### config.mk
export PLATFORM = sky130hd
export DESIGN_NAME = button_counter_gen
export DESIGN_NICKNAME = d
export VERILOG_FILES = /design/src/rtl/button_counter_gen.sv
export SDC_FILE = /design/constraint.sdc
export NUM_CORES = 1
export LEC_CHECK = 0
export BUFFER_PORTS_ARGS = -buffer_cell sky130_fd_sc_hd__buf_4
export CAP_MARGIN = 0
export CORE_MARGIN = 4
export CORE_UTILIZATION = 56
export CTS_BUF_LIST = sky130_fd_sc_hd__clkbuf_4 sky130_fd_sc_hd__clkbuf_8
export CTS_CLUSTER_DIAMETER = 120
export DETAILED_ROUTE_END_ITERATION = 10
export PLACE_DENSITY_LB_ADDON = 0.2
export REMOVE_ABC_BUFFERS = 1
export SLEW_MARGIN = 25
export SYNTH_ARGS = -nofsm -noshare
export SYNTH_HDL_FRONTEND = slang
export SYNTH_SLANG_ARGS = --single-unit
### constraint.sdc
create_clock -name clk -period 2.2 [get_ports clk]
set_input_delay 0.33 -clock clk [delete_from_list [all_inputs] [get_ports clk]]
set_output_delay 0.33 -clock clk [all_outputs]
set_load 0.01 [all_outputs]
### src/rtl/button_counter_gen.sv
// button_counter_gen: two debounced push-buttons step an up/down counter with load, wrap/saturate and status flags.
// Optional AUTO_REPEAT_EN adds a per-button auto-repeat timer while a button stays held.
module button_counter_gen #(
  parameter int WIDTH = 4,
  parameter int MAX_VALUE = 2**WIDTH-1,
  parameter int DEBOUNCE_CYCLES = 4,
  parameter int SATURATE = 0,
  parameter int REPEAT_CYCLES = 8
) (
  input  logic             clk,
  input  logic             reset,
  input  logic             btn_up,
  input  logic             btn_down,
  input  logic             load,
  input  logic [WIDTH-1:0] load_value,
  output logic [WIDTH-1:0] count,
  output logic             at_max,
  output logic             at_min,
  output logic             wrap_pulse
);
  localparam int SW = $clog2(DEBOUNCE_CYCLES+1);
  localparam logic [SW-1:0] STAB_END = SW'(DEBOUNCE_CYCLES-1);
  localparam logic [WIDTH-1:0] MAX = WIDTH'(MAX_VALUE);
  localparam bit SAT = (SATURATE != 0);
  logic [1:0] raw, ev;
  logic [WIDTH-1:0] count_n, lv;
  logic wrap_n;
  assign raw = {btn_down, btn_up};
  for (genvar b = 0; b < 2; b++) begin : g_btn
    logic s1, s2, db, press;
    logic [SW-1:0] stab;
    // Fires on the same edge that db is about to rise, so the count moves with it.
    assign press = s2 & ~db & (stab == STAB_END);
    always_ff @(posedge clk)
      if (reset) {s1, s2, db, stab} <= '0;
      else begin
        s1 <= raw[b];
        s2 <= s1;
        if (s2 == db) stab <= '0;
        else if (stab == STAB_END) begin
          db <= s2;
          stab <= '0;
        end
        else stab <= stab + SW'(1);
      end
`ifdef AUTO_REPEAT_EN
    localparam int RW = $clog2(REPEAT_CYCLES+1);
    localparam logic [RW-1:0] REP_END = RW'(REPEAT_CYCLES-1);
    logic [RW-1:0] rep;
    logic rep_ev;
    assign rep_ev = db & (rep == REP_END);
    always_ff @(posedge clk)
      if (reset || press || !db) rep <= '0;
      else rep <= rep_ev ? '0 : rep + RW'(1);
    assign ev[b] = press | rep_ev;
`else
    assign ev[b] = press;
`endif
  end
  assign lv = (load_value > MAX) ? MAX : load_value;
  always_comb begin
    count_n = count;
    wrap_n = 1'b0;
    if (load) count_n = lv;
    else if (ev == 2'b01) begin
      count_n = (count != MAX) ? count + WIDTH'(1) : (SAT ? count : '0);
      wrap_n = (count == MAX) & ~SAT;
    end
    else if (ev == 2'b10) begin
      count_n = (count != '0) ? count - WIDTH'(1) : (SAT ? count : MAX);
      wrap_n = (count == '0) & ~SAT;
    end
  end
  always_ff @(posedge clk)
    if (reset) begin
      count <= '0;
      wrap_pulse <= 1'b0;
    end
    else begin
      count <= count_n;
      wrap_pulse <= wrap_n;
    end
  assign at_max = (count == MAX);
  assign at_min = (count == '0);
endmodule

==> results.cfg <==
[run_status]
outcome = finished, final reports clean

[synthesis]
async_flop_share_pct = 0
ys_ff_latch = 17
syn-instance-count = 92
synth_compound_area_share_pct = 14.2
synth_top_family_by_area = simple AND/OR/NAND/NOR gates
ys_top_cells_by_area = dfxtp_1 39%, ha_1 12%, inv_1 4.3%
synth_top_area_share_pct = 39.3
synth_warnings = 0
synth.area.mux_share_pct = 1.30
yosysSeqAreaShare_pct = 39.3
synth_xor_area_share_pct = 2.89
avgSynthCellArea_um2 = 9.41
synthFlopType = dfxtp_1
synthAdderAreaFrac_pct = 11.6
synth.largest_area_cell = dfxtp_1
synth_edf_count = 0
synthesis.area_um2 = 866
synthSimpleGateAreaFrac_pct = 23.4
synth_cell_types = 34

[clocking]
clock_sinks = 17
clk_pin_slew_ps = 90
worst_skew_pair.late_latency_ps = 280
cts-resized-gates = 0
h-tree-depth = 1
cts_buffers = 3
postCtsSetupRepairBufs = 0
ctsLongestPathBuffers = 2
cts_root_buffer = clkbuf_4
cts-hold-fix-buffers = 0
cts_tree = built

[sta]
fin_setup_tns_ps = 0
worst_pin_slew_ps = 409
drv_slew = 0
fin_skew_ps = 2.57
rsz0062_at_grt = false
finalHoldViolCount = 0
finalCriticalPeriod_ps = 1840
relSlewSlack_pct = 72.5
hold_slack_ps = 251
setup_viol = 0
max_freq_mhz = 543
min_period_over_period_pct = 83.7

[setup_path]
timing.rr.end = count[0]
crit_fanout = 6
worstPathArrival_ps = 2040
r2r_slack_ps = 360
r2r_cells = 6
critPathKind = flop to flop
endpoint_kind = flop
reg2reg_from = g_btn[1].stab[0]
startpoint_type = flop
crit_required_ps = 2400

[power_and_ir_drop]
p_sw_uw = 140
p_clk_share_pct = 29.6
leakagePower_nw = 0.453
pwr-share-seq_pct = 56.7
power_density_mw_per_mm2 = 580
p_comb_share_pct = 13.7
ir_drop_mv = 0.363
internal-power_uw = 442
netSwitchingFraction_pct = 24.0

[detailed_routing]
first_iter_violations = 24
antenna_left = 0
wl_per_cell_um = 13.0
route.detailed.drc = 0
firstDrtPassIters = 4
wl_um = 1590
num_vias = 703
via_per_inst = 5.76

[die]
dieWidth_um = 47.3
fp.dieH_um = 47.3
core_region_area_mm2 = 0.00138
die_area_mm2 = 0.00224
pin_count = 16
core.rowCount = 13
floorplan.initialDensity_pct = 62.6

[placed_design]
dpl_cell_area_um2 = 975
place_hpwl_um = 1240
port_buffers = 15
gp_routability_congestion = 0.737

[grt]
grt_max_degree = 20
track_usage_pct = 17.2
grt_pass1_vias = 643
grt-ovfl-total = 0
antenna_found_initial = 0
grt_pass1_wl_um = 2700

[min_path]
holdPathStages = 2
hp-start = btn_down
hp-class = primary input to flop
hold_end = g_btn[1].s1

[layout]
final_common_cell = dfxtp_1
fin_util_pct = 72.7
syn_to_final_growth_pct = 16.0
finalInstanceArea_mm2 = 0.00100
drive_gt1_share_pct = 24.3
layout_common_cells = 17 x dfxtp_1, 15 x buf_4, 10 x inv_1
nNetsFinal = 125
insertedDiodeCount = 0

[flow_run]
maxCapViolCount = 0
-- synth_stat cells (2+ instances only) --
cell	number
dfxtp_1	17
inv_1	10
ha_1	8
a21oi_1	5
nor4_1	5
nor2_1	4
nor2b_1	4
nor3_1	4
clkbuf_1	3
o21ai_0	3
a31oi_1	2
and2_1	2
and3_1	2
nand2_1	2
nor4b_1	2
-- power by group through the flow --
| stage | combinational [mW] | clock (mW) | sequential [mW] |
|---|---|---|---|
| CTS | 0.0805 | 0.179 | 0.330 |
| floorplan | 0.0395 | 0 | 0.337 |
| global route | 0.0883 | 0.194 | 0.331 |
| global placement | 0.0769 | 0 | 0.336 |
| finish | 0.0800 | 0.172 | 0.330 |
| detailed placement | 0.0804 | 0 | 0.337 |
-- worst max path at each step --
stage	startpoint	endpoint	slack (ps)	cells after the start
6_report	g_btn[1].stab[0]	count[0]	360	6
5_1_grt	g_btn[1].stab[0]	count[0]	220	6
4_1_cts	g_btn[1].stab[0]	count[0]	360	6
3_5_place_dp	g_btn[1].stab[0]	count[0]	380	6
3_3_place_gp	g_btn[1].stab[0]	count[3]	460	6
2_1_floorplan	g_btn[1].stab[0]	count[3]	500	6
-- per-stage QoR --
step,setup slack (ps),power (mW),instances
floorplan,496,0.376,88
global placement,457,0.413,118
detailed placement,381,0.417,118
CTS,355,0.589,122
global route,219,0.614,122
finish,359,0.582,122
-- worst max-delay path: stages (launching register included) --
cell	delay, ps
dfxtp_1	340
ha_1	150
ha_1	240
and2_1	280
nor2_1	130
a221o_1	380
a311oi_2	230
-- flip-flops by register name (all words and copies together), names as in the netlist --
| register | flops |
|---|---|
| count | 4 |
| g_btn.db | 2 |
| g_btn.s1 | 2 |
| g_btn.s2 | 2 |
| g_btn.stab | 6 |
| wrap_pulse | 1 |
-- layer usage --
metal | wire length (µm) | GRT usage (%) | vias up | share of wire (%)
li1 | - | - | 358 | -
met1 | 691 | 20.9 | 321 | 44
met2 | 776 | 27.8 | 19 | 49
met3 | 95 | 5.75 | 5 | 6.0
met4 | 21 | 6.63 | 0 | 1.3
met5 | 0 | 0 | - | 0
-- logic make-up after synthesis --
family | after synthesis
fa+ha+maj | 8
buf+inv | 15
flops | 17
xor+xnor | 2
simple gates | 32
mux | 1
compound gates | 17
-- final cells by class --
cell class | instances | area [µm²]
Timing Repair Buffer | 15 | 113
Fill cell | 112 | 378
Multi-Input combinational cell | 60 | 462
Clock buffer | 4 | 30.0
Tap cell | 15 | 18.8
Sequential cell | 17 | 340
Inverter | 11 | 41.3
Note: power is estimated with default switching activity, not from simulation.
